===== src/rtl/rcc_if.sv =====
// rcc_if: capture-stage bus carrying the raw ripple-counter input, control
// strobes and the extended count with its valid/ready handshake.
interface rcc_if #(
    parameter int EXT_W = 8
);
    logic [3:0]       q_in;
    logic             capture_en;
    logic             clr;
    logic [EXT_W+3:0] count_out;
    logic             count_valid;
    logic             count_ready;
    logic             wrap_pulse;
    logic             overflow;

    modport master (
        output q_in, capture_en, clr, count_ready,
        input  count_out, count_valid, wrap_pulse, overflow
    );

    modport slave (
        input  q_in, capture_en, clr, count_ready,
        output count_out, count_valid, wrap_pulse, overflow
    );
endinterface


===== src/rtl/ripple_count_capture.sv =====
// ripple_count_capture: synchronizes a ripple counter, accepts settled values and extends them across wraps.
// Defining RCC_OVERFLOW_EN builds the sticky overflow flag; otherwise overflow is tied low.
module ripple_count_capture #(
    parameter int EXT_W      = 8,
    parameter int STABLE_CYC = 2
) (
    input logic   clk,
    input logic   reset,
    rcc_if.slave  rcc
);
    typedef enum logic [1:0] {IDLE, SETTLE, STABLE} state_t;
    localparam logic [3:0] SC = 4'(STABLE_CYC);

    state_t           state_q;
    logic [3:0]       s1_q, s2_q, s3_q, last_q, cnt_q, cnt_d;
    logic [EXT_W-1:0] ext_q, ext_d;
    logic [EXT_W+3:0] out_q;
    logic             valid_q, wrap_q, chg, acc, load, wrap;

    // s3_q is s2 one cycle late, so chg flags a freshly changed synchronized value
    always_comb begin
        chg   = s2_q != s3_q;
        cnt_d = chg ? 4'd1 : cnt_q + 4'd1;
        acc   = rcc.capture_en && !rcc.clr && state_q != IDLE &&
                !(state_q == STABLE && !chg) && cnt_d == SC;
        load  = acc && s2_q != last_q;
        wrap  = acc && s2_q < last_q;
        ext_d = ext_q + EXT_W'(wrap);
    end

    always_ff @(posedge clk) begin
        if (reset) begin
            state_q <= IDLE;
            s1_q    <= '0;
            s2_q    <= '0;
            s3_q    <= '0;
            last_q  <= '0;
            cnt_q   <= '0;
            ext_q   <= '0;
            out_q   <= '0;
            valid_q <= 1'b0;
            wrap_q  <= 1'b0;
        end else begin
            s1_q    <= rcc.q_in;
            s2_q    <= s1_q;
            s3_q    <= s2_q;
            valid_q <= load || (valid_q && !rcc.count_ready);
            wrap_q  <= wrap;
            if (load) out_q <= {ext_d, s2_q};
            if (rcc.clr) begin
                state_q <= IDLE;
                cnt_q   <= '0;
                last_q  <= '0;
                ext_q   <= '0;
            end else if (!rcc.capture_en || state_q == IDLE) begin
                state_q <= rcc.capture_en ? SETTLE : IDLE;
                cnt_q   <= '0;
            end else if (state_q == SETTLE || chg) begin
                state_q <= acc ? STABLE : SETTLE;
                cnt_q   <= cnt_d;
                ext_q   <= ext_d;
                if (load) last_q <= s2_q;
            end
        end
    end

    assign rcc.count_out   = out_q;
    assign rcc.count_valid = valid_q;
    assign rcc.wrap_pulse  = wrap_q;

`ifdef RCC_OVERFLOW_EN
    logic ovf_q;
    always_ff @(posedge clk) begin
        if (reset || rcc.clr) ovf_q <= 1'b0;
        else if (load && valid_q && !rcc.count_ready) ovf_q <= 1'b1;
    end
    assign rcc.overflow = ovf_q;
`else
    assign rcc.overflow = 1'b0;
`endif
endmodule


===== src/flat_wrapper.sv =====
// flat-port wrapper written by rule: the top's interface ports become plain ports
module ripple_count_capture_flat 
#(
    parameter int EXT_W      = 8,
    parameter int STABLE_CYC = 2
)
  (clk, reset, rcc_q_in, rcc_capture_en, rcc_clr, rcc_count_ready, rcc_count_out, rcc_count_valid, rcc_wrap_pulse, rcc_overflow);
  rcc_if #(.EXT_W(EXT_W)) rcc_i ();
  input logic clk;
  input logic reset;
  input wire logic [$bits(rcc_i.q_in)-1:0] rcc_q_in;
  input wire logic [$bits(rcc_i.capture_en)-1:0] rcc_capture_en;
  input wire logic [$bits(rcc_i.clr)-1:0] rcc_clr;
  input wire logic [$bits(rcc_i.count_ready)-1:0] rcc_count_ready;
  output wire logic [$bits(rcc_i.count_out)-1:0] rcc_count_out;
  output wire logic [$bits(rcc_i.count_valid)-1:0] rcc_count_valid;
  output wire logic [$bits(rcc_i.wrap_pulse)-1:0] rcc_wrap_pulse;
  output wire logic [$bits(rcc_i.overflow)-1:0] rcc_overflow;
  assign rcc_i.q_in = rcc_q_in;
  assign rcc_i.capture_en = rcc_capture_en;
  assign rcc_i.clr = rcc_clr;
  assign rcc_i.count_ready = rcc_count_ready;
  assign rcc_count_out = rcc_i.count_out;
  assign rcc_count_valid = rcc_i.count_valid;
  assign rcc_wrap_pulse = rcc_i.wrap_pulse;
  assign rcc_overflow = rcc_i.overflow;
  ripple_count_capture #(.EXT_W(EXT_W), .STABLE_CYC(STABLE_CYC)) u_core (.clk(clk), .reset(reset), .rcc(rcc_i));
endmodule

===== config.mk =====
export PLATFORM = sky130hd
export DESIGN_NAME = ripple_count_capture_flat
export DESIGN_NICKNAME = d
export VERILOG_FILES = /design/src/rtl/rcc_if.sv /design/src/rtl/ripple_count_capture.sv /design/src/flat_wrapper.sv
export SDC_FILE = /design/constraint.sdc
export NUM_CORES = 1
export LEC_CHECK = 0
export BUFFER_PORTS_ARGS = -buffer_cell sky130_fd_sc_hd__buf_2
export CAP_MARGIN = 0
export CORE_MARGIN = 1.5
export CORE_UTILIZATION = 53
export DETAILED_ROUTE_END_ITERATION = 10
export PLACE_DENSITY = 0.81
export SLEW_MARGIN = 20
export SYNTH_ARGS = -nofsm -noshare
export SYNTH_HDL_FRONTEND = slang
export SYNTH_SLANG_ARGS = --single-unit

===== constraint.sdc =====
create_clock -name clk -period 7.7 [get_ports clk]
set_input_delay 2.31 -clock clk [delete_from_list [all_inputs] [get_ports clk]]
set_output_delay 2.31 -clock clk [all_outputs]
set_load 0.01 [all_outputs]

==> After elaboration in Yosys (flattened, before gate mapping) <==
Cells that the tools add are included.
{ "classes": {"n_lt_le_gt_ge": 1, "add_sub_neg": 2, "bitwise_logic": 1, "n_eq_ne": 5, "reduce_logical": 23, "mux": 5} }
{ "ops": {"columns": ["operator", "n"], "rows": [
  ["8-bit by 1-bit adder with 8-bit output", 1],
  ["1-bit logical AND", 8],
  ["4-bit != test", 2],
  ["2-bit two-way mux", 3],
  ["1-bit logical NOT", 5],
  ["4-bit by 1-bit adder with 4-bit output, second input constant", 1],
  ["4-bit by 2-bit == test with 1-bit output, second input constant", 1],
  ["4-bit less-than comparator", 1],
  ["4-bit two-way mux", 1],
  ["2-bit nonzero test", 2],
  ["1-bit logical OR", 3],
  ["3-bit AND reduction", 1],
  ["3-bit OR reduction", 1],
  ["2-bit by 1-bit == test with 1-bit output, second input constant", 1],
  ["2-bit == test, second input constant", 1],
  ["2-bit logical NOT", 1],
  ["2-bit AND reduction", 1],
  ["2-bit OR reduction", 1],
  ["1-bit two-way mux", 1],
  ["1-bit inverter", 1]
]} }
{ "totals": {"word_cells": 47, "regBits": 44, "output_inout_bits": 15, "input_bits": 9} }

==> Longest topological paths before layout <==
{ "logic_depth": {"depth_word": 9, "mapped_depth": 12, "ltp_nobuf": 12} }

==> Worst setup path before layout <==
Ideal clock, no wire load.
{ "synth_path": {"kind": "input to register", "from": "input port rcc_clr", "to": "register u_core.ext_q[7]", "path_slack_ns": 3.020, "arrival_ns": 4.608, "setup_ns": 0.072, "path_stages": 9, "required_time_ns": 7.628, "path_buffers": 0, "path_cell_list": "nand3b_1 > or4_4 > or3_1 > a211oi_1 > ha_1 > nand3_1 > or3b_2 > a21oi_1 > mux2i_1"} }
{ "synth_between": {"elab_chain_len": 7, "elab_cells_between_ends": 8, "cone_classes": "add/sub (1); reduce/logical (7)"} }
{ "synth_lines": {"columns": ["element", "line", "source"], "rows": [
  ["start, declared", "flat_wrapper.sv:13", "input wire logic [$bits(rcc_i.clr)-1:0] rcc_clr;"],
  ["1-bit logical NOT", "ripple_count_capture.sv:24", "acc = rcc.capture_en && !rcc.clr && state_q != IDLE &&"],
  ["1-bit logical AND (3 in series)", "ripple_count_capture.sv:24", null],
  ["1-bit logical AND", "ripple_count_capture.sv:25", "!(state_q == STABLE && !chg) && cnt_d == SC;"],
  ["1-bit logical AND", "ripple_count_capture.sv:27", "wrap = acc && s2_q < last_q;"],
  ["via u_core.wrap", "ripple_count_capture.sv:18", "logic valid_q, wrap_q, chg, acc, load, wrap;"],
  ["8-bit by 1-bit adder with 8-bit output", "ripple_count_capture.sv:28", "ext_d = ext_q + EXT_W'(wrap);"],
  ["end signal, assigned", "ripple_count_capture.sv:61", "ext_q <= ext_d;"],
  ["end, declared", "ripple_count_capture.sv:16", "logic [EXT_W-1:0] ext_q, ext_d;"]
]} }
The timed path passes the listed nets, and every way through them passes these cells.
A chain may end at the register's enable or synchronous reset.

==> Final worst setup path <==
{ "layout_path": {"from": "input port rcc_clr", "to": "register u_core.out_q[8] (netlist: u_core.rcc.count_out[8])"} }
{ "layout_between": {"elab_chain_len": 7, "elab_cells_between_ends": 8, "cone_classes": "add/sub (1); reduce/logical (7)"} }
{ "layout_lines": {"columns": ["element", "line", "source"], "rows": [
  ["1-bit logical NOT", "ripple_count_capture.sv:24", null],
  ["1-bit logical AND (3 in series)", "ripple_count_capture.sv:24", null],
  ["1-bit logical AND", "ripple_count_capture.sv:25", null],
  ["1-bit logical AND", "ripple_count_capture.sv:27", null],
  ["via u_core.wrap", "ripple_count_capture.sv:18", null],
  ["8-bit by 1-bit adder with 8-bit output", "ripple_count_capture.sv:28", null],
  ["end signal, assigned", "ripple_count_capture.sv:49", "if (load) out_q <= {ext_d, s2_q};"],
  ["end, declared", "ripple_count_capture.sv:17", "logic [EXT_W+3:0] out_q;"]
]} }
The timed path passes the listed nets, and every way through them passes these cells.

==> out/results.txt <==
status: complete, no violations
post-synthesis mux area share: 0.131
DIE AREA: 4400 um2
Synth Area in XOR/XNOR: 0.0371
clock slew at reported path FFs: 0.08 ns
routed vias/inst: 5.47
Initial Utilization: 0.568
critical path startpoint: rcc_clr
GPL Wtd Cong: 0.782
synthesis-stage register bit count: 44
CTS sink count: 44
fin nets: 260
Detailed Routing Iterations Pass 1: 4
vias in the first global route: 1447
total track usage: 0.198
WS Path Type: primary input to register
Arr. time, crit path: 4.94 ns
Final Hold Fails: 0
port bufs: 22
library cells used by synthesis: 36
Slew headroom: 0.544
post-synthesis area per instance: 9.45 um2
IR drop worst, VDD: 0.194 mV
Storage cell area: 881 um2
Clock Path Buffers: 2
WL final: 3950 um
largest net degree at the start of global routing: 42
period utilization: 0.616
Setup crit end kind: register
fmax: 211 MHz
Setup violations, final: 0
core area: 3740 um2
CTS buffer count: 5
CP Launch Type: primary input
Resized cells post-CTS: 0
clk_lat worst skew: 0.30 ns
total grt overflow: 0
initial antenna violation count: 0
simple-gate share of the synthesized area: 0.254
DR iter-0 viols: 105
Avg WL per Cell: 13.5 um
Max Cap Viol: 0
Seq/Total Area, Yosys: 0.414
Max Slew Vio Count: 0
slew at the pin closest to its max-slew limit: 0.680 ns
Fin Clk Skew: 0.00378 ns
Die H: 66.4 um
Ant. Diodes: 0
Ports: 24
Post-Syn Nets: 241
fill cell instance count of the final layout: 314
Layout area overhead: 13.9%
first-pass GRT wire length: 6560 um
Synth Area in Adders: 0.0412
Post-DP HPWL: 2590 um
Static Leak: 0.000947 uW
worst hold start: u_core.s1_q[1]
setup TNS: 0 ns
htree depth: 2
critical path peak fanout: 8
CTS tree: yes
RR Startpoint: u_core.cnt_q[0]
Pwr per Cell Area: 205 nW/um2
type of the most critical hold path: register to register
Final ANT Viol Nets: 0
vias: 1602
proportion of layout cells with a drive suffix above 1: 0.200
Ys Warns: 0
largest family of logic cells by synthesized area: simple AND/OR/NAND/NOR gates
FP Rows: 22
utilization after layout: 0.647
post-CTS setup buffers: 0
Cell Area, Synth: 2130 um2
multi-input logic area: 1170 um2
Tmin final: 4.74 ns
required time of the critical path: 7.89 ns
minimum hold slack: 0.449 ns
Hold-fix buffers, CTS: 0
Compound-Gate Fraction of Synth Area: 0.0835
# DRC: 0
Die Width: 66.4 um
cell count after synthesis: 225
Root Driver: clkbuf_8
unrepaired setup endpoints after global routing: no
==> critical path, stage by stage <==
cell and delay (ns):
buf_2 0.14, nand3b_1 0.17, or4_4 0.47, or3_1 0.39, a211oi_1 0.25, ha_1 0.22, ha_1 0.24, and3_1 0.24
xnor2_1 0.15, nor2_1 0.06, mux2_4 0.27
==> final timing paths <==
path	end	slack, ns	depth (start not counted)
setup / recovery	u_core.rcc.count_out[8]	2.96	11
setup reg to reg	u_core.rcc.count_out[8]	4.49	11
hold reg to reg	u_core.s2_q[1]	0.45	1
hold / removal	u_core.s2_q[1]	0.45	1
==> area by class of cell <==
| class | count | area share |
|---|---|---|
| sequential | 44 | 0.364 |
| multi-input combinational | 163 | 0.482 |
| clock buffer | 5 | 0.0284 |
| timing repair buffer | 25 | 0.0563 |
| tap | 48 | 0.0248 |
| inverter | 5 | 0.00775 |
| clock inverter | 3 | 0.0372 |
==> synth_stat cells <==
| cell type | n | share of area |
|---|---|---|
| a2111oi_2 | 1 | 0.0071 |
| mux2_4 | 7 | 0.049 |
| a211oi_1 | 1 | 0.0035 |
| nand2b_1 | 6 | 0.018 |
| o21a_1 | 2 | 0.0071 |
| nand2_1 | 25 | 0.044 |
| buf_4 | 1 | 0.0035 |
| nand3_1 | 6 | 0.014 |
| a22oi_1 | 1 | 0.0035 |
| nor2b_1 | 25 | 0.074 |
| xor2_1 | 5 | 0.021 |
| nor2_1 | 8 | 0.014 |
| or4_4 | 1 | 0.0053 |
| a31oi_1 | 1 | 0.0029 |
| a21oi_1 | 12 | 0.028 |
| mux2i_1 | 14 | 0.066 |
| or3_1 | 11 | 0.032 |
| nor4b_4 | 1 | 0.011 |
| or3b_2 | 1 | 0.0041 |
| inv_1 | 5 | 0.0088 |
| clkbuf_1 | 11 | 0.019 |
| dfxtp_1 | 44 | 0.41 |
| ha_1 | 7 | 0.041 |
| nor4_1 | 1 | 0.0029 |
| and3_1 | 2 | 0.0059 |
| o21ba_2 | 1 | 0.0047 |
| buf_6 | 1 | 0.0053 |
| o41ai_1 | 1 | 0.0041 |
| xnor2_1 | 4 | 0.016 |
| nor4_4 | 1 | 0.010 |
| a21boi_0 | 3 | 0.011 |
| o21ai_0 | 5 | 0.012 |
| conb_1 | 1 | 0.0018 |
| mux2_2 | 3 | 0.016 |
| nand3b_1 | 2 | 0.0071 |
| nand4_1 | 4 | 0.012 |
==> layout by cell type, fill, tap and decap left out, drive strengths merged, types with 6 or more instances in the layout <==
| master | netlist | routed |
|---|---|---|
| a21oi | 12 | 12 |
| buf | 2 | 25 |
| dfxtp | 44 | 44 |
| ha | 7 | 7 |
| mux2 | 10 | 10 |
| mux2i | 14 | 14 |
| nand2 | 25 | 25 |
| nand2b | 6 | 6 |
| nand3 | 6 | 6 |
| nor2 | 8 | 8 |
| nor2b | 25 | 25 |
| or3 | 11 | 11 |
==> sequential cells by signal (all words and copies together), names as in the netlist <==
name	count
u_core.rcc.count_valid	1
u_core.last_q	4
u_core.s3_q	4
u_core.rcc.wrap_pulse	1
u_core.ext_q	8
u_core.s2_q	4
u_core.rcc.count_out	12
u_core.cnt_q	4
u_core.state_q	2
u_core.s1_q	4
==> metal layers <==
metal	GRT usage	vias to the layer above	part of all wire
met5	0	-	0
met1	0.252	737	0.48
li1	-	804	-
met3	0.0630	8	0.057
met2	0.300	53	0.45
met4	0.0995	0	0.018
==> where the power goes <==
part           total (uW)  switching [uW]  internal, uW  leakage (uW)
Clock                 241            78.8           162     0.0000784
Combinational        23.9            14.8          9.07      0.000512
Sequential            232            1.73           230      0.000357
==> cells by family (layout without fill, tap and decap cells) <==
family,Yosys count,after routing
compound gates,28,28
xor+xnor,9,9
fa+ha+maj,7,7
buf+inv,18,38
flops,44,44
mux,24,24
other cells,1,1
simple gates,94,94
==> metrics by stage <==
| stage | setup slack [ns] | total power, uW | instances | instance area [um2] |
|---|---|---|---|---|
| 2_1_floorplan | 3.02 | 254 | 225 | 2130 |
| 3_3_place_gp | 2.75 | 261 | 284 | 2250 |
| 3_5_place_dp | 2.69 | 261 | 284 | 2250 |
| 4_1_cts | 2.98 | 501 | 292 | 2410 |
| 5_1_grt | 2.78 | 511 | 293 | 2420 |
| 6_report | 2.96 | 497 | 293 | 2420 |
(Power assumes the default switching activity.)
